--- src/rtl/mag_compare_seq.sv ---
// Sequential magnitude comparator: walks two unsigned operands two bits at a
// time from the MSB slice down and stops at the first unequal slice.
module mag_compare_seq #(
    parameter int WIDTH = 8
) (
    input  logic             clk,
    input  logic             rst_n,
    input  logic             start,
    input  logic             abort,
    input  logic [WIDTH-1:0] a,
    input  logic [WIDTH-1:0] b,
    output logic             busy,
    output logic             done,
    output logic             lt,
    output logic             eq,
    output logic             gt
);

    localparam int NS = WIDTH / 2;
    localparam int IW = (NS > 1) ? $clog2(NS) : 1;
    localparam logic [IW-1:0] IDX_TOP = IW'(NS - 1);

    typedef enum logic {
        IDLE = 1'b0,
        RUN  = 1'b1
    } state_t;

    state_t           state_q, state_d;
    logic [WIDTH-1:0] a_q, a_d;
    logic [WIDTH-1:0] b_q, b_d;
    logic [IW-1:0]    idx_q, idx_d;
    logic             done_q, done_d;
    logic             lt_q, lt_d;
    logic             eq_q, eq_d;
    logic             gt_q, gt_d;

    logic [1:0] sa, sb;
    logic       sl_l, sl_g, sl_e;

    // 2-bit slice compare on the slice currently addressed by idx
    always_comb begin
        sa   = a_q[{idx_q, 1'b0} +: 2];
        sb   = b_q[{idx_q, 1'b0} +: 2];
        sl_l = (~sa[1] & sb[1]) | (~sa[1] & ~sa[0] & sb[0]) | (~sa[0] & sb[1] & sb[0]);
        sl_g = (sa[1] & ~sb[1]) | (sa[1] & sa[0] & ~sb[0]) | (sa[0] & ~sb[1] & ~sb[0]);
        sl_e = (sa == sb);
    end

    always_comb begin
        state_d = state_q;
        a_d     = a_q;
        b_d     = b_q;
        idx_d   = idx_q;
        done_d  = 1'b0;
        lt_d    = lt_q;
        eq_d    = eq_q;
        gt_d    = gt_q;
        unique case (state_q)
            IDLE: begin
                if (start) begin
                    a_d     = a;
                    b_d     = b;
                    idx_d   = IDX_TOP;
                    state_d = RUN;
                end
            end
            RUN: begin
                // abort wins over the slice result and leaves results untouched
                if (abort) begin
                    state_d = IDLE;
                end else if (!sl_e) begin
                    lt_d    = sl_l;
                    gt_d    = sl_g;
                    eq_d    = 1'b0;
                    done_d  = 1'b1;
                    state_d = IDLE;
                end else if (idx_q == '0) begin
                    lt_d    = 1'b0;
                    gt_d    = 1'b0;
                    eq_d    = 1'b1;
                    done_d  = 1'b1;
                    state_d = IDLE;
                end else begin
                    idx_d = idx_q - 1'b1;
                end
            end
            default: state_d = IDLE;
        endcase
    end

    always_ff @(posedge clk or negedge rst_n) begin
        if (!rst_n) begin
            state_q <= IDLE;
            a_q     <= '0;
            b_q     <= '0;
            idx_q   <= '0;
            done_q  <= 1'b0;
            lt_q    <= 1'b0;
            eq_q    <= 1'b0;
            gt_q    <= 1'b0;
        end else begin
            state_q <= state_d;
            a_q     <= a_d;
            b_q     <= b_d;
            idx_q   <= idx_d;
            done_q  <= done_d;
            lt_q    <= lt_d;
            eq_q    <= eq_d;
            gt_q    <= gt_d;
        end
    end

    assign busy = (state_q == RUN);
    assign done = done_q;
    assign lt   = lt_q;
    assign eq   = eq_q;
    assign gt   = gt_q;

endmodule

--- config.mk ---
export PLATFORM = sky130hd
export DESIGN_NAME = mag_compare_seq
export DESIGN_NICKNAME = d
export VERILOG_FILES = /design/src/rtl/mag_compare_seq.sv
export SDC_FILE = /design/constraint.sdc
export NUM_CORES = 1
export LEC_CHECK = 0
export BUFFER_PORTS_ARGS = -buffer_cell sky130_fd_sc_hd__buf_2
export CORE_MARGIN = 5
export CORE_UTILIZATION = 35
export DETAILED_ROUTE_END_ITERATION = 12
export PLACE_DENSITY = 0.56
export SLEW_MARGIN = 25
export SYNTH_ARGS = -nofsm -noshare
export SYNTH_HDL_FRONTEND = slang
export SYNTH_SLANG_ARGS = --single-unit
--- constraint.sdc ---
create_clock -name clk -period 3 [get_ports clk]
set_input_delay 0.45 -clock clk [delete_from_list [all_inputs] [get_ports clk]]
set_output_delay 0.45 -clock clk [all_outputs]
set_load 0.01 [all_outputs]
==> flow_summary.json, run 1 <==
{
  "place.gp.congestion": 0.758,
  "via_count": 744,
  "cp_data_required_time_ps": 3240,
  "ys_warn_count": 0,
  "skew_ps": 2.79,
  "grt_antenna_before_repair": 0,
  "start_kind": "register",
  "wl_per_cell_um": 12.6,
  "design.die.area_mm2": 0.00457,
  "place_hpwl_mm": 1.59,
  "cts_root_buffer": "clkbuf_4",
  "fin_util_pct": 41.3,
  "grt_pass1_vias": 781,
  "syn_area_per_cell_um2": 13.5,
  "max_slew_margin_pct": 61.0,
  "cp.arrival_ps": 2600,
  "final_hold_viol_count": 0,
  "syn_nets": 109,
  "tightest_slew_ps": 584,
  "drive_gt1_share_pct": 43.8,
  "insertedDiodeCount": 0,
  "cts_tree": "built",
  "cts_buffer_depth": 2,
  "ys_seq_area_share_pct": 49.5,
  "ir_drop_v": 0.000351,
  "period_share_pct": 78.9,
  "route.detailed.drc": 0,
  "drt_wl_total_mm": 1.99,
  "regArea_um2": 576,
  "area_delta_synth_final_pct": 16.7,
  "drv_slew": 0,
  "grt_setup_unrepaired": "false",
  "synth_edf_count": 0,
  "max_cap_violations": 0,
  "cts_resized": 0,
  "cts-hold-fix-buffers": 0,
  "die_x_um": 67.6,
  "synth.distinct_cells": 25,
  "synth-seq-cells": 23,
  "insertion_delay_ps": 310,
  "worstSetupPathType": "register to register",
  "synth-main-ff-cell": "dfrtp_1",
  "setup_tns_ps": 0,
  "ios": 25,
  "ant_nets": 0,
  "grt_pass1_wl_mm": 3.66,
  "start_util_pct": 35.4,
  "cp-end-kind": "register",
  "htree_num_levels": 1,
  "power_density_mw_per_mm2": 1040,
  "portBuffers": 24,
  "drtPass1Iterations": 3,
  "core_area_mm2": 0.00328,
  "clk_pin_slew_ps": 130,
  "setup_violations": 0,
  "outcome": "finished, final reports clean",
  "p_leak_nw": 0.628,
  "synthArstFlopShare_pct": 100,
  "cts_num_sinks": 23,
  "grt.total_usage_pct": 10.8,
  "fmax_mhz": 423,
  "syn-cell-area_mm2": 0.00116,
  "multi_input_area_um2": 542,
  "num-nets-final": 136,
  "hold_path_class": "input port to async pin",
  "rows": 21,
  "die_h_um": 67.6,
  "period_needed_ps": 2370,
  "grt_max_degree": 24,
  "grt-ovfl-total": 0,
  "syn_inst": 86,
  "cts_made_buffers": 3,
  "worst-path-max-fanout": 8,
  "drt_iter0_markers": 15,
  "fillerInstances": 324,
  "vias_per_cell": 4.71,
  "cts_setup_buffers": 0
}
[critical path, cell delays in order, from the launching register on]
cell and delay, ps:
dfrtp_1 550, mux4_2 600, ha_1 350, nand2b_1 80, or4_2 530, a31oi_1 180
[layout make-up]
cell class	count	area share [%]
Multi-Input combinational cell	53	39.9
Inverter	7	1.94
Sequential cell	23	42.4
Clock buffer	3	1.66
Timing Repair Buffer	25	9.41
Tap cell	46	4.24
Clock inverter	1	0.369
[state kept, by name, indices dropped and copies added (netlist names)]
signal / cells
eq: 1
done: 1
idx_q: 2
gt: 1
a_q: 8
b_q: 8
lt: 1
busy: 1
[per-stage QoR]
step	power (W)	cells	hold WS [ps]	setup slack (ps)	cell area [µm²]
finish	0.00140	158	86.9	634	1360
detailed placement	0.00128	154	453	666	1330
CTS	0.00143	158	96.2	621	1360
global route	0.00155	158	108	477	1360
floorplan	0.00112	86	154	865	1160
global placement	0.00125	154	447	714	1330
[cells in the final DEF (no fill, tap or decap)]
master	Yosys	layout
buf_2	0	24
clkinv_2	0	1
buf_4	0	1
o21a_1	2	2
mux4_2	2	2
nor3_1	1	1
nor2b_1	2	2
o22ai_1	1	1
nand2_1	3	3
ha_1	3	3
a31oi_1	2	2
o21ai_0	3	3
mux4_1	3	3
mux2i_1	1	1
o41ai_1	1	1
a32o_1	1	1
clkbuf_4	0	3
inv_1	7	7
nor2_1	2	2
or4_2	1	1
dfrtp_1	23	23
or3_1	1	1
xnor2_1	4	4
mux2_2	16	16
nand2b_1	2	2
mux2_4	1	1
nand4b_1	1	1
[final timing paths]
| path | start | endpoint | slack, ps | depth (start not counted) |
|---|---|---|---|---|
| min in group clk | b[6] | b_q[6] | 360 | 2 |
| worst max register to register | idx_q[0] | idx_q[0] | 630 | 5 |
| max in group asynchronous | rst_n | a_q[3] | 2580 | 1 |
| worst max-delay path | idx_q[0] | idx_q[0] | 630 | 5 |
| worst min register to register | eq | eq | 500 | 1 |
| worst min-delay path | rst_n | eq | 90 | 1 |
[cell usage after synthesis (all sizes together), types with 2 or more instances]
master	n	area share (%)
nand2b	2	1.1
nor2b	2	1.1
o21ai	3	1.3
mux2	17	17
nand2	3	0.97
mux4	5	11
a31oi	2	1.1
xnor2	4	3.0
dfrtp	23	50
ha	3	3.2
o21a	2	1.3
inv	7	2.3
nor2	2	0.65
clkbuf	2	0.65
[logic make-up (layout without fill, tap and decap cells)]
kind of cell               Yosys count  count (layout)  synth area share (%)
xor gates and xnor gates             4               4                  3.01
DFF                                 23              23                  49.5
adders and majority gates            3               3                  3.23
muxes                               23              23                  28.3
and+or+nand+nor                     13              13                  6.24
AOI/OAI and AO/OA                   10              10                  5.81
buffers and inverters               10              36                  3.88
[routing by layer]
| layer | vias to the layer above | wire length [µm] | GRT usage [%] |
|---|---|---|---|
| met2 | 16 | 1010 | 17.1 |
| li1 | 366 | - | - |
| met3 | 2 | 98 | 2.50 |
| met5 | - | 0 | 0 |
| met4 | 0 | 12 | 3.80 |
| met1 | 360 | 871 | 14.3 |
[power by group]
| group | switching [W] | leakage (nW) | internal (W) |
|---|---|---|---|
| combinational | 0.000301 | 0.342 | 0.000393 |
| clock | 0.0000938 | 0.0177 | 0.0000497 |
| sequential | 0.000115 | 0.268 | 0.000451 |
No activity file was read; power rests on OpenSTA's default activity.
==> run 2: changes to the inputs <==
- clock period: 3 -> 2.2 ns (I/O delays scaled with it)
==> flow_summary.json, run 2 (same netlist as run 1, synthesis figures left out) <==
{
  "grt_pass1_wl_mm": 3.91,
  "grt_antenna_before_repair": 0,
  "die_h_um": 67.6,
  "cts_num_sinks": 23,
  "num-nets-final": 144,
  "setup_tns_ps": 0,
  "ir_drop_v": 0.000655,
  "fmax_mhz": 468,
  "outcome": "finished, final reports clean",
  "vias_per_cell": 4.81,
  "crit_start": "idx_q[0]",
  "min-delay-start": "b[5]",
  "via_count": 799,
  "worst-path-max-fanout": 3,
  "cts_buffer_depth": 2,
  "max_cap_violations": 0,
  "p_comb_share_pct": 56.5,
  "crit_slowest_cell": "mux4_2",
  "insertedDiodeCount": 0,
  "cpPeakStageDelay_ps": 580,
  "power_density_mw_per_mm2": 1540,
  "grt_setup_unrepaired": "false",
  "wl_per_cell_um": 14.1,
  "rr_startpoint": "idx_q[0]",
  "fin_util_pct": 43.8,
  "cts_tree": "built",
  "cp.arrival_ps": 2360,
  "core_area_mm2": 0.00328,
  "period_needed_ps": 2140,
  "drv_slew": 0,
  "r2r_setup_slack_ps": 60,
  "drt_wl_total_mm": 2.34,
  "cp_data_required_time_ps": 2420,
  "drive_gt1_share_pct": 49.2,
  "hold_path_class": "input port to register",
  "period_share_pct": 97.1,
  "fillerInstances": 325,
  "drtPass1Iterations": 4,
  "drt_iter0_markers": 4,
  "grt_max_degree": 24,
  "htree_num_levels": 1,
  "place.gp.congestion": 0.803,
  "cts_made_buffers": 3,
  "place_hpwl_mm": 1.86,
  "clk_pin_slew_ps": 130,
  "cts_root_buffer": "clkbuf_4",
  "reg_top3": "a_q x8, b_q x8, idx_q x2",
  "max_slew_margin_pct": 65.6,
  "final_hold_viol_count": 0,
  "grt.total_usage_pct": 11.6,
  "clkPwrFrac_pct": 8.9,
  "portBuffers": 24,
  "rows": 21,
  "p_leak_nw": 0.660,
  "final_common_cell": "buf_2",
  "die_x_um": 67.6,
  "area_delta_synth_final_pct": 23.7,
  "worstPathCellList": "mux4_2 > buf_6 > or3_1 > a32o_1 > mux2_4",
  "grt-ovfl-total": 0,
  "swShare_pct": 36.4,
  "power.switching_w": 0.000804,
  "worstSetupPathType": "register to register",
  "final_cell_mix": "buf_2 (24), dfrtp_1 (23), mux2_2 (16), buf_4 (7), inv_1 (6)",
  "seqPwrFrac_pct": 34.6,
  "skew_ps": 16.7,
  "start_util_pct": 35.4,
  "design.die.area_mm2": 0.00457,
  "start_kind": "register",
  "tightest_slew_ps": 516,
  "p_int_w": 0.00141,
  "cp-end-kind": "register",
  "setup_violations": 0,
  "ios": 25,
  "route.detailed.drc": 0,
  "grt_pass1_vias": 856,
  "ant_nets": 0,
  "insertion_delay_ps": 320
}
run 2: repair_timing:
action	in CTS	in global routing
setup buffers	0	1
setup endpoints to repair	0	3
endpoints found under the hold margin	23	0
hold buffers	1	0
resized for setup	0	6
run 2: worst paths after layout:
path,endpoint,cells after the start
max,lt,5
min in group asynchronous,eq,2
max in group asynchronous,a_q[7],2
min,b_q[5],2
min reg2reg,eq,1
max reg2reg,lt,5
run 2: worst max-delay path: cells and delay by family, from the launching register on:
kind | cells | cell delay, ps
mux | 2 | 830
buf+inv | 1 | 150
simple gates | 1 | 370
compound gates | 1 | 260
flops | 1 | 440
run 2: metal layers:
layer	share of wire [%]	global-route usage, %
met4	0.90	3.04
met5	0	0
met3	5.0	3.66
met2	53	21.4
met1	41	12.8
run 2: cell type report:
type	instances	area (µm²)	area share, %
repair buffers	33	194	13.5
clock buffers	4	26.3	1.83
multi-input cells	53	558	38.8
well taps	46	57.6	4.00
flip-flops and latches	23	576	40.0
inverters	7	26.3	1.83
run 2: power groups by stage:
stage | Clock (W) | Sequential, W | Combinational (W)
6_report | 0.000197 | 0.000765 | 0.00125
5_1_grt | 0.000219 | 0.000793 | 0.00137
4_1_cts | 0.000204 | 0.000767 | 0.00112
3_5_place_dp | 0 | 0.000777 | 0.00110
3_3_place_gp | 0 | 0.000766 | 0.00106
2_1_floorplan | 0 | 0.000746 | 0.000785
run 2: through the flow:
stage	setup slack [ps]	power [W]	instance area (µm²)	hold WS, ps	std cells
floorplan	65.0	0.00153	1160	34.4	86
global placement	104	0.00183	1370	330	160
detailed placement	50.8	0.00188	1370	329	160
CTS	9.49	0.00209	1410	231	165
global route	3.70	0.00238	1440	222	166
finish	63.1	0.00221	1440	230	166
